[src/rtl/pipe_ctrl_unit_if.sv]
// ID-to-EX control handshake bundle for pipe_ctrl_unit.
// master drives the ID side, slave is the control unit.
interface pipe_ctrl_unit_if #(
  parameter int REG_ADDR_W = 5
);
  logic                  instr_valid_id;
  logic [6:0]            opcode_id;
  logic [6:0]            funct7_id;
  logic [REG_ADDR_W-1:0] rs1_id;
  logic [REG_ADDR_W-1:0] rs2_id;
  logic [REG_ADDR_W-1:0] rd_id;
  logic                  branch_taken_ex;
  logic                  stall_if_id;
  logic                  flush_if_id;
  logic                  ex_valid;
  logic                  ex_alusrc;
  logic                  ex_memtoreg;
  logic                  ex_regwrite;
  logic                  ex_memread;
  logic                  ex_memwrite;
  logic                  ex_branch;
  logic                  ex_jump;
  logic                  ex_pcr;
  logic [1:0]            ex_aluop;
  logic [REG_ADDR_W-1:0] ex_rd;
  logic                  ex_muldiv;
  logic                  ex_illegal;
  logic                  muldiv_done;

  modport master (
    output instr_valid_id, opcode_id, funct7_id,
    output rs1_id, rs2_id, rd_id, branch_taken_ex,
    input  stall_if_id, flush_if_id, ex_valid,
    input  ex_alusrc, ex_memtoreg, ex_regwrite,
    input  ex_memread, ex_memwrite, ex_branch,
    input  ex_jump, ex_pcr, ex_aluop, ex_rd,
    input  ex_muldiv, ex_illegal, muldiv_done
  );

  modport slave (
    input  instr_valid_id, opcode_id, funct7_id,
    input  rs1_id, rs2_id, rd_id, branch_taken_ex,
    output stall_if_id, flush_if_id, ex_valid,
    output ex_alusrc, ex_memtoreg, ex_regwrite,
    output ex_memread, ex_memwrite, ex_branch,
    output ex_jump, ex_pcr, ex_aluop, ex_rd,
    output ex_muldiv, ex_illegal, muldiv_done
  );
endinterface

[src/rtl/pipe_ctrl_unit.sv]
// ID decode, ID/EX control register and hazard control
// (load-use, taken branch flush, multi-cycle M ops).
module pipe_ctrl_unit #(
  parameter int REG_ADDR_W = 5,
  parameter int ENABLE_M   = 1,
  parameter int MULDIV_LAT = 4
) (
  input  logic          clk,
  input  logic          reset,
  pipe_ctrl_unit_if.slave bus
);
  localparam int CW = $clog2(MULDIV_LAT + 1);
  localparam logic [CW-1:0] CNT_LD = CW'(MULDIV_LAT - 1);

  typedef struct packed {
    logic                  valid;
    logic                  alusrc;
    logic                  memtoreg;
    logic                  regwrite;
    logic                  memread;
    logic                  memwrite;
    logic                  branch;
    logic                  jump;
    logic                  pcr;
    logic [1:0]            aluop;
    logic [REG_ADDR_W-1:0] rd;
    logic                  muldiv;
    logic                  illegal;
  } ex_ctrl_t;

  typedef enum logic {IDLE, BUSY} state_t;

  state_t        state_q, state_d;
  logic [CW-1:0] cnt_q, cnt_d;
  ex_ctrl_t      ex_q, dec;

  logic is_r, is_lw, is_sw, is_i, is_br;
  logic is_jal, is_jalr, is_auipc, is_lui;
  logic hold, luse, load, br;

  // Decode the ID-stage opcode into a control bundle
  always_comb begin
    is_r     = bus.opcode_id == 7'b0110011;
    is_lw    = bus.opcode_id == 7'b0000011;
    is_sw    = bus.opcode_id == 7'b0100011;
    is_i     = bus.opcode_id == 7'b0010011;
    is_br    = bus.opcode_id == 7'b1100011;
    is_jal   = bus.opcode_id == 7'b1101111;
    is_jalr  = bus.opcode_id == 7'b1100111;
    is_auipc = bus.opcode_id == 7'b0010111;
    is_lui   = bus.opcode_id == 7'b0110111;
    dec          = '0;
    dec.valid    = 1'b1;
    dec.alusrc   = is_lw | is_sw | is_i | is_auipc
                 | is_lui | is_jal | is_jalr;
    dec.memtoreg = is_lw | is_auipc;
    dec.regwrite = is_r | is_lw | is_i | is_auipc
                 | is_lui | is_jal | is_jalr;
    dec.memread  = is_lw;
    dec.memwrite = is_sw;
    dec.aluop[0] = is_br | is_i;
    dec.aluop[1] = is_r | is_i;
    dec.branch   = is_br | is_jal;
    dec.jump     = is_jalr;
    dec.pcr      = is_jal | is_jalr | is_auipc;
    dec.rd       = bus.rd_id;
    dec.muldiv   = (ENABLE_M != 0) && is_r
                 && (bus.funct7_id == 7'b0000001);
    dec.illegal  = !(is_r | is_lw | is_sw | is_i | is_br
                 | is_jal | is_jalr | is_auipc | is_lui);
  end

  // Hazard detection and pipeline control outputs
  always_comb begin
    br   = bus.branch_taken_ex;
    hold = (state_q == BUSY) && (cnt_q != '0);
    luse = ex_q.valid && ex_q.memread && (ex_q.rd != '0)
        && ((ex_q.rd == bus.rs1_id) || (ex_q.rd == bus.rs2_id))
        && bus.instr_valid_id;
    load = !hold && !br && !luse && bus.instr_valid_id;
    bus.stall_if_id = !reset && (hold || (luse && !br));
    bus.flush_if_id = !reset && br && !hold;
    bus.muldiv_done = (state_q == BUSY) && (cnt_q == '0);
  end

  // M-op occupancy FSM next state
  always_comb begin
    state_d = state_q;
    cnt_d   = cnt_q;
    unique case (state_q)
      IDLE: begin
        if (load && dec.muldiv) begin
          state_d = BUSY;
          cnt_d   = CNT_LD;
        end
      end
      BUSY: begin
        if (hold) begin
          cnt_d = cnt_q - CW'(1);
        end else if (load && dec.muldiv) begin
          cnt_d = CNT_LD;
        end else begin
          state_d = IDLE;
          cnt_d   = '0;
        end
      end
      default: begin
        state_d = IDLE;
        cnt_d   = '0;
      end
    endcase
  end

  // FSM state register
  always_ff @(posedge clk) begin
    if (reset) begin
      state_q <= IDLE;
      cnt_q   <= '0;
    end else begin
      state_q <= state_d;
      cnt_q   <= cnt_d;
    end
  end

  // ID/EX control register: hold, bubble or load
  always_ff @(posedge clk) begin
    if (reset) begin
      ex_q <= '0;
    end else if (!hold) begin
      ex_q <= load ? dec : '0;
    end
  end

  assign bus.ex_valid    = ex_q.valid;
  assign bus.ex_alusrc   = ex_q.alusrc;
  assign bus.ex_memtoreg = ex_q.memtoreg;
  assign bus.ex_regwrite = ex_q.regwrite;
  assign bus.ex_memread  = ex_q.memread;
  assign bus.ex_memwrite = ex_q.memwrite;
  assign bus.ex_branch   = ex_q.branch;
  assign bus.ex_jump     = ex_q.jump;
  assign bus.ex_pcr      = ex_q.pcr;
  assign bus.ex_aluop    = ex_q.aluop;
  assign bus.ex_rd       = ex_q.rd;
  assign bus.ex_muldiv   = ex_q.muldiv;
  assign bus.ex_illegal  = ex_q.illegal;
endmodule

[src/flat_wrapper.sv]
// flat-port wrapper written by rule: the top's interface ports become plain ports
module pipe_ctrl_unit_flat 
#(
  parameter int REG_ADDR_W = 5,
  parameter int ENABLE_M   = 1,
  parameter int MULDIV_LAT = 4
)
  (clk, reset, bus_instr_valid_id, bus_opcode_id, bus_funct7_id, bus_rs1_id, bus_rs2_id, bus_rd_id, bus_branch_taken_ex, bus_stall_if_id, bus_flush_if_id, bus_ex_valid, bus_ex_alusrc, bus_ex_memtoreg, bus_ex_regwrite, bus_ex_memread, bus_ex_memwrite, bus_ex_branch, bus_ex_jump, bus_ex_pcr, bus_ex_aluop, bus_ex_rd, bus_ex_muldiv, bus_ex_illegal, bus_muldiv_done);
  pipe_ctrl_unit_if #(.REG_ADDR_W(REG_ADDR_W)) bus_i ();
  input  logic clk;
  input  logic reset;
  input wire logic [$bits(bus_i.instr_valid_id)-1:0] bus_instr_valid_id;
  input wire logic [$bits(bus_i.opcode_id)-1:0] bus_opcode_id;
  input wire logic [$bits(bus_i.funct7_id)-1:0] bus_funct7_id;
  input wire logic [$bits(bus_i.rs1_id)-1:0] bus_rs1_id;
  input wire logic [$bits(bus_i.rs2_id)-1:0] bus_rs2_id;
  input wire logic [$bits(bus_i.rd_id)-1:0] bus_rd_id;
  input wire logic [$bits(bus_i.branch_taken_ex)-1:0] bus_branch_taken_ex;
  output wire logic [$bits(bus_i.stall_if_id)-1:0] bus_stall_if_id;
  output wire logic [$bits(bus_i.flush_if_id)-1:0] bus_flush_if_id;
  output wire logic [$bits(bus_i.ex_valid)-1:0] bus_ex_valid;
  output wire logic [$bits(bus_i.ex_alusrc)-1:0] bus_ex_alusrc;
  output wire logic [$bits(bus_i.ex_memtoreg)-1:0] bus_ex_memtoreg;
  output wire logic [$bits(bus_i.ex_regwrite)-1:0] bus_ex_regwrite;
  output wire logic [$bits(bus_i.ex_memread)-1:0] bus_ex_memread;
  output wire logic [$bits(bus_i.ex_memwrite)-1:0] bus_ex_memwrite;
  output wire logic [$bits(bus_i.ex_branch)-1:0] bus_ex_branch;
  output wire logic [$bits(bus_i.ex_jump)-1:0] bus_ex_jump;
  output wire logic [$bits(bus_i.ex_pcr)-1:0] bus_ex_pcr;
  output wire logic [$bits(bus_i.ex_aluop)-1:0] bus_ex_aluop;
  output wire logic [$bits(bus_i.ex_rd)-1:0] bus_ex_rd;
  output wire logic [$bits(bus_i.ex_muldiv)-1:0] bus_ex_muldiv;
  output wire logic [$bits(bus_i.ex_illegal)-1:0] bus_ex_illegal;
  output wire logic [$bits(bus_i.muldiv_done)-1:0] bus_muldiv_done;
  assign bus_i.instr_valid_id = bus_instr_valid_id;
  assign bus_i.opcode_id = bus_opcode_id;
  assign bus_i.funct7_id = bus_funct7_id;
  assign bus_i.rs1_id = bus_rs1_id;
  assign bus_i.rs2_id = bus_rs2_id;
  assign bus_i.rd_id = bus_rd_id;
  assign bus_i.branch_taken_ex = bus_branch_taken_ex;
  assign bus_stall_if_id = bus_i.stall_if_id;
  assign bus_flush_if_id = bus_i.flush_if_id;
  assign bus_ex_valid = bus_i.ex_valid;
  assign bus_ex_alusrc = bus_i.ex_alusrc;
  assign bus_ex_memtoreg = bus_i.ex_memtoreg;
  assign bus_ex_regwrite = bus_i.ex_regwrite;
  assign bus_ex_memread = bus_i.ex_memread;
  assign bus_ex_memwrite = bus_i.ex_memwrite;
  assign bus_ex_branch = bus_i.ex_branch;
  assign bus_ex_jump = bus_i.ex_jump;
  assign bus_ex_pcr = bus_i.ex_pcr;
  assign bus_ex_aluop = bus_i.ex_aluop;
  assign bus_ex_rd = bus_i.ex_rd;
  assign bus_ex_muldiv = bus_i.ex_muldiv;
  assign bus_ex_illegal = bus_i.ex_illegal;
  assign bus_muldiv_done = bus_i.muldiv_done;
  pipe_ctrl_unit #(.REG_ADDR_W(REG_ADDR_W), .ENABLE_M(ENABLE_M), .MULDIV_LAT(MULDIV_LAT)) u_core (.clk(clk), .reset(reset), .bus(bus_i));
endmodule
[config.mk]
export PLATFORM = sky130hd
export DESIGN_NAME = pipe_ctrl_unit_flat
export DESIGN_NICKNAME = d
export VERILOG_FILES = /design/src/rtl/pipe_ctrl_unit_if.sv /design/src/rtl/pipe_ctrl_unit.sv /design/src/flat_wrapper.sv
export SDC_FILE = /design/constraint.sdc
export NUM_CORES = 1
export LEC_CHECK = 0
export BUFFER_PORTS_ARGS = -buffer_cell sky130_fd_sc_hd__buf_2
export CAP_MARGIN = 40
export CORE_ASPECT_RATIO = 0.7
export CORE_MARGIN = 1
export CORE_UTILIZATION = 49
export CTS_CLUSTER_DIAMETER = 100
export CTS_CLUSTER_SIZE = 8
export DETAILED_ROUTE_END_ITERATION = 12
export PLACE_DENSITY = 0.94
export SYNTH_ARGS = -nofsm -noshare
export SYNTH_HDL_FRONTEND = slang
export SYNTH_SLANG_ARGS = --single-unit
export TNS_END_PERCENT = 5
[constraint.sdc]
create_clock -name clk -period 3.4 [get_ports clk]
set_clock_uncertainty 0.1 [all_clocks]
set_input_delay 0.68 -clock clk [delete_from_list [all_inputs] [get_ports clk]]
set_output_delay 0.68 -clock clk [all_outputs]
set_load 0.005 [all_outputs]
### Word-level counts from Yosys, hierarchy flattened

Index checks and enable logic that the tools add are counted.

* flip-flop bits (word level): 22
* input port bits: 33
* output and inout bits: 21
* logic and storage cells: 88

* add/subtract/negate cells: 1
* equal/unequal tests: 13
* mux-type cells: 8
* bitwise operators: 26
* reductions and logical operators: 25

Operators by type and width (count)
* $or 1x1->1: 25
* $eq 7x6->1 const B: 3
* $eq 7x7->1 const B: 3
* $mux 18: 1
* $logic_and 1x1->1: 15
* $eq 7x5->1 const B: 2
* $eq 5x5->1: 2
* $eq 7x1->1 const B: 1
* $eq 7x2->1 const B: 1
* $mux 3: 2
* $pmux 3 s2: 1
* $logic_not 1->1: 5
* $reduce_bool 5->1: 1
* $logic_not 3->1: 1
* $reduce_bool 3->1: 1
* $sub 3x1->3 const B: 1
* $logic_or 1x1->1: 2
* $mux 1: 2
* $mux 2: 1
* $ne 2x1->1 const B: 1
* $pmux 1 s2: 1
* $not 1->1: 1

### Longest topological paths before layout

Gate-level depths: netlist of the first run.

* word-level depth: 11
* gate-level depth with buffers: 8
* depth with buffers taken out: 7

### Least setup slack after synthesis of the first run

OpenSTA, ideal clock, no wires.

* kind: reg2out
* start: register u_core.cnt_q[0]
* end: output bus_stall_if_id
* data arrival time: 1.665 ns
* required time: 2.620 ns
* path slack: 0.955 ns
* stages on the path, launching flop included: 9
* path buffers: 1
* cells stage by stage: dfxtp_1 > inv_1 > ha_1 > ha_1 > nand2b_1 > nor2_1 > buf_2 > inv_1 > o31ai_1

* word-level cells in the longest chain between the ends: 4

RTL lines
* start: declaration: RTL line pipe_ctrl_unit.sv:34 `logic [CW-1:0] cnt_q, cnt_d;`
* start signal: assignment: RTL line pipe_ctrl_unit.sv:121 `cnt_q <= cnt_d;`
* $reduce_bool 3->1: RTL line pipe_ctrl_unit.sv:76 `hold = (state_q == BUSY) && (cnt_q != '0);`
* $logic_and 1x1->1: RTL line pipe_ctrl_unit.sv:76
* $logic_or 1x1->1: RTL line pipe_ctrl_unit.sv:81 `bus.stall_if_id = !reset && (hold || (luse && !br));`
* $logic_and 1x1->1: RTL line pipe_ctrl_unit.sv:81
* end: declaration: RTL line flat_wrapper.sv:19 `output wire logic [$bits(bus_i.stall_if_id)-1:0] bus_stall_if_id;`

No other way between the ends.

### Worst setup path after layout of the first run

Same ends and word-level chain as after synthesis.

==> results of run 1 <==
==> sequential cells by signal (all words and copies together) (netlist names) <==
signal and count:
u_core.bus.ex_valid 1, u_core.bus.ex_illegal 1, u_core.bus.ex_memread 1, u_core.bus.ex_alusrc 1, u_core.bus.ex_aluop 2, u_core.cnt_q 3, u_core.bus.ex_muldiv 1, u_core.bus.ex_memtoreg 1
u_core.bus.ex_branch 1, u_core.bus.ex_rd 5, u_core.bus.ex_memwrite 1, u_core.bus.ex_jump 1, u_core.state_q 1, u_core.bus.ex_pcr 1, u_core.bus.ex_regwrite 1
==> power breakdown <==
group | total [mW] | internal (mW) | switching (mW)
Sequential | 0.264 | 0.261 | 0.00351
Clock | 0.140 | 0.0653 | 0.0743
Combinational | 0.0631 | 0.0319 | 0.0312
==> layout make-up <==
type | instances | area [µm²]
Clock buffer | 4 | 36.3
Multi-Input combinational cell | 92 | 657
Timing Repair Buffer | 55 | 280
Inverter | 5 | 18.8
Tap cell | 32 | 40.0
Fill cell | 191 | 717
Sequential cell | 22 | 440
==> worst max-delay path, cell delays in order, from the launching register on <==
cell      delay [ns]
dfxtp_1         0.37
inv_1           0.05
ha_1            0.19
ha_1            0.20
nand2b_1        0.21
nor2_1          0.11
buf_4           0.24
inv_1           0.06
o31ai_1         0.06
buf_2           0.15
==> worst max-delay path by stage <==
stage	end
2_1_floorplan	bus_stall_if_id
6_report	bus_stall_if_id
4_1_cts	bus_stall_if_id
5_1_grt	bus_stall_if_id
3_3_place_gp	bus_stall_if_id
3_5_place_dp	bus_stall_if_id
==> layer usage <==
| metal | track usage | vias up | wire length [µm] |
|---|---|---|---|
| li1 | - | 566 | - |
| met1 | 0.283 | 542 | 1280 |
| met2 | 0.418 | 50 | 1320 |
| met3 | 0.0401 | 4 | 157 |
| met4 | 0.0837 | 0 | 33 |
| met5 | 0 | - | 0 |
==> layout by cell type, fill, tap and decap left out, types with 2 or more instances in the layout <==
cell type,synthesis,routed
buf_2,1,53
dfxtp_1,22,22
a22o_1,14,14
nor2_1,12,12
xnor2_1,10,10
nand2_1,7,7
inv_1,5,5
a21oi_1,5,5
nor3_1,4,4
nand2b_1,4,4
nand3_1,3,3
o2bb2ai_1,3,3
clkbuf_4,0,3
nand3b_1,2,2
nor4_1,2,2
a2111oi_0,2,2
o21ai_0,2,2
a21o_1,2,2
nor4b_1,2,2
o22ai_1,2,2
a32o_1,2,2
ha_1,2,2
buf_4,1,2
==> metrics by stage <==
stage	hold WS, ns	cells	total power, mW	worst slack [ns]	utilization
finish	0.387	210	0.467	0.685	0.673
global route	0.403	210	0.491	0.537	0.673
CTS	0.388	210	0.468	0.689	0.673
detailed placement	0.361	206	0.333	0.818	0.656
global placement	0.355	206	0.329	0.913	0.656
floorplan	0.357	123	0.302	0.955	-
==> kinds of logic (layout without fill, tap and decap cells) <==
family,count (synthesis),in the layout,synth area share
buffers and inverters,9,64,0.0467
adder cells (fa/ha/maj),2,2,0.0217
flip-flops,22,22,0.383
XOR/XNOR,11,11,0.0837
AND/OR/NAND/NOR,42,42,0.195
AO/OA/AOI/OAI,37,37,0.271
==> metrics.cfg, run 1 <==
[logic_synthesis]
synth.distinct_cells=35
synthArstFlopShare=0
synth-edff-count=0
yosysMostFrequentCell=dfxtp_1
synth_top_area_share=0.383
ys_seq_area_frac=0.383
synth_top_cell_by_area=dfxtp_1
synth-main-ff-cell=dfxtp_1
synth_area_leaders=dfxtp_1, a22o_1, xnor2_1
yosys_warnings=0
synth_nets=158
ys_seq_elements=22
synth.cell_area_um2=1150
syn_area_per_cell_um2=9.36
ys_top_cells_by_count=dfxtp_1, a22o_1, nor2_1, xnor2_1, nand2_1
synthCells=123

[timing]
totalNegativeSetupSlack_ns=0
period_needed_ns=2.72
setup_viol=0
rsz0062_at_grt=no
finalCritPeriodShare=0.799
maxSlewViolCount=0
hold_violations=0
fmax_mhz=368
slew_headroom=0.683
worst_slew_pin_slew_ns=0.475

[setup_path]
r2r_end=u_core.bus.ex_aluop[0]$_SDFFE_PP0N_
worst-r2r-cell-count=8
startpoint=u_core.cnt_q[0]$_SDFFE_PP0P_
arrival_ns=1.94
endpoint_kind=output port
crit_type=flip-flop to output port
cp.required_ns=2.62
reg2reg_slack_ns=1.22
crit_fanout=19
r2r_start=u_core.cnt_q[0]$_SDFFE_PP0P_
startpoint_type=flip-flop

[cts]
cts_buffers=3
cts_setup_buffers=0
cts_tree=yes
cts_root_buf=clkbuf_4
clock_sinks=22
cts.htree.levels=1
holdBufCountCts=0
cts_resized=0
clkSlewWorstSetupHoldPaths_ns=0.11
clock_latency_ns=0.30
clock_path_buffers=2

[global_route]
gr-total-overflow=0
grt_max_degree=20
grt_pass1_vias=1080
antenna_found_initial=0
grt_pass1_wl_um=4550
track_usage=0.236

[detailed_routing]
num_vias=1162
wl_per_cell_um=13.3
wl_um=2790
drtPass1Iterations=4
ant_nets=0
drt-vias-per-instance=5.53
drtIter0Drc=40
drcViolationCount=0

[min_path]
hold_path.startpoint=u_core.bus.ex_illegal$_SDFFE_PP0N_
min_to=u_core.bus.ex_illegal$_SDFFE_PP0N_
hold_path_depth=1
hold_path_class=flip-flop to flip-flop

[power_and_ir_drop]
ir_worst_vdd_mv=0.222
p_per_area_nw_per_um2=317
power.leakage_nw=0.647

[finish]
syn_to_final_growth_pct=27.9
drive_gt1_frac=0.354
final_area_um2=1470
nets=214
num_antenna_cells=0

[outcome]
status=complete, no violations

[placed_design]
dpl.hpwl_um=2230
gp_congestion=0.876
portBuffers=53
placed_cell_area_um2=1440

[floorplan]
rows=14
initial_core_util=0.526
die_h_um=42.6
core_um2=2190
die_w_um=59.9
pin_count=54
dieArea_um2=2550

[flow_run]
drv_cap=0

Power figures use the tool's default switching activity.
==> run 2, diff against run 1 <==
--- a/config.mk
+++ b/config.mk
@@ -5,15 +5,16 @@
 export SDC_FILE = /design/constraint.sdc
 export NUM_CORES = 1
 export LEC_CHECK = 0
+export ABC_AREA = 1
 export BUFFER_PORTS_ARGS = -buffer_cell sky130_fd_sc_hd__buf_2
 export CAP_MARGIN = 40
 export CORE_ASPECT_RATIO = 0.7
 export CORE_MARGIN = 1
-export CORE_UTILIZATION = 49
+export CORE_UTILIZATION = 42
 export CTS_CLUSTER_DIAMETER = 100
 export CTS_CLUSTER_SIZE = 8
 export DETAILED_ROUTE_END_ITERATION = 12
-export PLACE_DENSITY = 0.94
+export PLACE_DENSITY = 0.85
 export SYNTH_ARGS = -nofsm -noshare
 export SYNTH_HDL_FRONTEND = slang
 export SYNTH_SLANG_ARGS = --single-unit
==> constraint.sdc (replaced) <==
create_clock -name clk -period 2.3 [get_ports clk]
set_clock_uncertainty 0.1 [all_clocks]
set_input_delay 0.46 -clock clk [delete_from_list [all_inputs] [get_ports clk]]
set_output_delay 0.46 -clock clk [all_outputs]
set_load 0.005 [all_outputs]
==> run 2 against run 1 <==
  * Area after synthesis increased by 9.3%
  * Sequential cell count stayed put
  * First-iteration DRC count fell by 2.5%
  * Setup slack got worse by 0.61 ns
  * Power up 53%
  * Routed wire length is 1.9% higher
  * Count of clock-buffer cells in the layout is 1 lower
  * Critical path depth fell by 2
  * Critical endpoint unchanged
==> metrics.cfg, run 2 <==
[setup_path]
crit_path_top_delay_cell=dfxtp_1
arrival_ns=1.66
endpoint_kind=output port
max_stage_delay_ns=0.35
cp.required_ns=1.74
startpoint_type=flip-flop
r2r_end=u_core.bus.ex_pcr$_SDFFE_PP0N_
critical_path.cell_chain=inv_1 > ha_1 > ha_1 > nor2_2 > inv_1 > a21oi_1 > buf_2
cp_top_family=adder cells
r2r_start=u_core.cnt_q[0]$_SDFFE_PP0P_
reg2reg_slack_ns=0.46
crit_fanout=5
worst-r2r-cell-count=8
critical_path_buf_inv_count=3
crit_type=flip-flop to output port

[cts]
cts.htree.levels=1
clock_sinks=22
cts_buffers=3
holdBufCountCts=0
clock_path_buffers=2
clock_latency_ns=0.26
cts_tree=yes
cts_root_buf=clkbuf_8
cts_setup_buffers=0
clkSlewWorstSetupHoldPaths_ns=0.07

[min_path]
hold_path_class=input port to flip-flop
min_to=u_core.bus.ex_rd[4]$_SDFFE_PP0N_
hold_path_depth=3
hold_path.startpoint=bus_rd_id[4]

[finish]
final_area_um2=1600
syn_to_final_growth_pct=27.3
nets=291
final_common_cell=nand2_1
final_cell_mix=nand2_1, buf_2, inv_1, a21oi_1, dfxtp_1
largest_reg_flops=5
drive_gt1_frac=0.272
num_antenna_cells=0

[timing]
period_needed_ns=2.22
hold_violations=0
setup_viol=0
totalNegativeSetupSlack_ns=0
setup_slack_ns=0.0787
slew_headroom=0.703
maxSlewViolCount=0
finalCritPeriodShare=0.966
rsz0062_at_grt=no
hold-worst-slack_ns=0.333
fmax_mhz=450
worst_slew_pin_slew_ns=0.444

[logic_synthesis]
ys_top_cells_by_count=nand2_1, inv_1, a21oi_1, dfxtp_1, nor2_1
synth.cell_area_um2=1260
synth.distinct_cells=22
synth-main-ff-cell=dfxtp_1
ys_seq_area_frac=0.350
synth_top_area_share=0.350
yosys_warnings=0
ys_seq_elements=22
synth-edff-count=0
synth_area_leaders=dfxtp_1, nand2_1, inv_1
synth_top_cell_by_area=dfxtp_1
synth_nets=236
synthArstFlopShare=0
synthCells=201
yosysMostFrequentCell=nand2_1
syn_area_per_cell_um2=6.26

[detailed_routing]
wl_um=2840
drcViolationCount=0
drt-vias-per-instance=4.71
wl_per_cell_um=9.79
drtIter0Drc=39
num_vias=1365
drtPass1Iterations=4
ant_nets=0

[floorplan]
rows=16
core_um2=2820
initial_core_util=0.446
dieArea_um2=3220
die_h_um=47.8
pin_count=54
die_w_um=67.4

[global_route]
grtUsageMet1=0.254
track_usage=0.176
grt_max_degree=25
antenna_found_initial=0
use_met3=0.0286
grt_pass1_vias=1009
grt_pass1_wl_um=4250
grtUsageMet2=0.278
gr-total-overflow=0
busiest_layer=met2

[power_and_ir_drop]
p_per_area_nw_per_um2=445
power.leakage_nw=0.830
ir_worst_vdd_mv=0.297

[placed_design]
portBuffers=53
post-place-ws_ns=0.336
placed_cell_area_um2=1560
gp_congestion=0.918
dpl.hpwl_um=2210

[flow_run]
drv_cap=0

[outcome]
status=complete, no violations

## run 2: area by class of cell
| cell class | count | area [µm²] |
|---|---|---|
| multi-input cells | 143 | 678 |
| flip-flops and latches | 22 | 442 |
| inverters | 31 | 116 |
| well taps | 36 | 45.0 |
| repair buffers | 55 | 280 |
| fillers | 289 | 1220 |
| clock buffers | 3 | 41.3 |
## run 2: kinds of logic after synthesis
kind of cell,count (synthesis),synth area share
adders and majority gates,2,0.0199
buffers and inverters,36,0.113
and+or+nand+nor,109,0.370
xor gates and xnor gates,2,0.0139
DFF,22,0.350
AOI/OAI and AO/OA,30,0.133
## run 2: layer usage
metal / share of wire / up-vias
met5: 0 / -
li1: - / 734
met1: 0.53 / 580
met4: 0.0049 / 0
met3: 0.063 / 2
met2: 0.40 / 49
## run 2: how the worst max path moves through the flow
stage,start,to,slack [ns],cells past startpoint
5_1_grt,u_core.cnt_q[0]$_SDFFE_PP0P_,bus_stall_if_id,0.007,7
3_5_place_dp,u_core.cnt_q[0]$_SDFFE_PP0P_,bus_stall_if_id,0.34,7
2_1_floorplan,u_core.cnt_q[0]$_SDFFE_PP0P_,bus_flush_if_id,0.47,6
4_1_cts,u_core.cnt_q[0]$_SDFFE_PP0P_,bus_stall_if_id,0.02,7
6_report,u_core.cnt_q[0]$_SDFFE_PP0P_,bus_stall_if_id,0.08,7
3_3_place_gp,bus_rs2_id[4],bus_stall_if_id,0.36,10
## run 2: tightest hold or removal path, stage by stage
cell and delay [ns]:
buf_2 0.09, nand2_1 0.05, a21oi_1 0.05
## run 2: through the flow
stage                     cells  total power [mW]   util
after floorplan             201             0.447      -
after global placement      287             0.489  0.552
after detailed placement    287             0.491  0.552
after CTS                   290             0.719  0.566
after global routing        290             0.748  0.568
final                       290             0.714  0.568
## run 2: repair_timing
action,CTS,global route
hold endpoints to repair,0,0
resized for setup,0,2
setup endpoints to repair,0,1
## run 2: where the power goes
part / internal [mW] / leakage [nW] / switching (mW)
registers: 0.385 / 0.178 / 0.00446
clock network: 0.117 / 0.0216 / 0.115
logic: 0.0416 / 0.630 / 0.0511
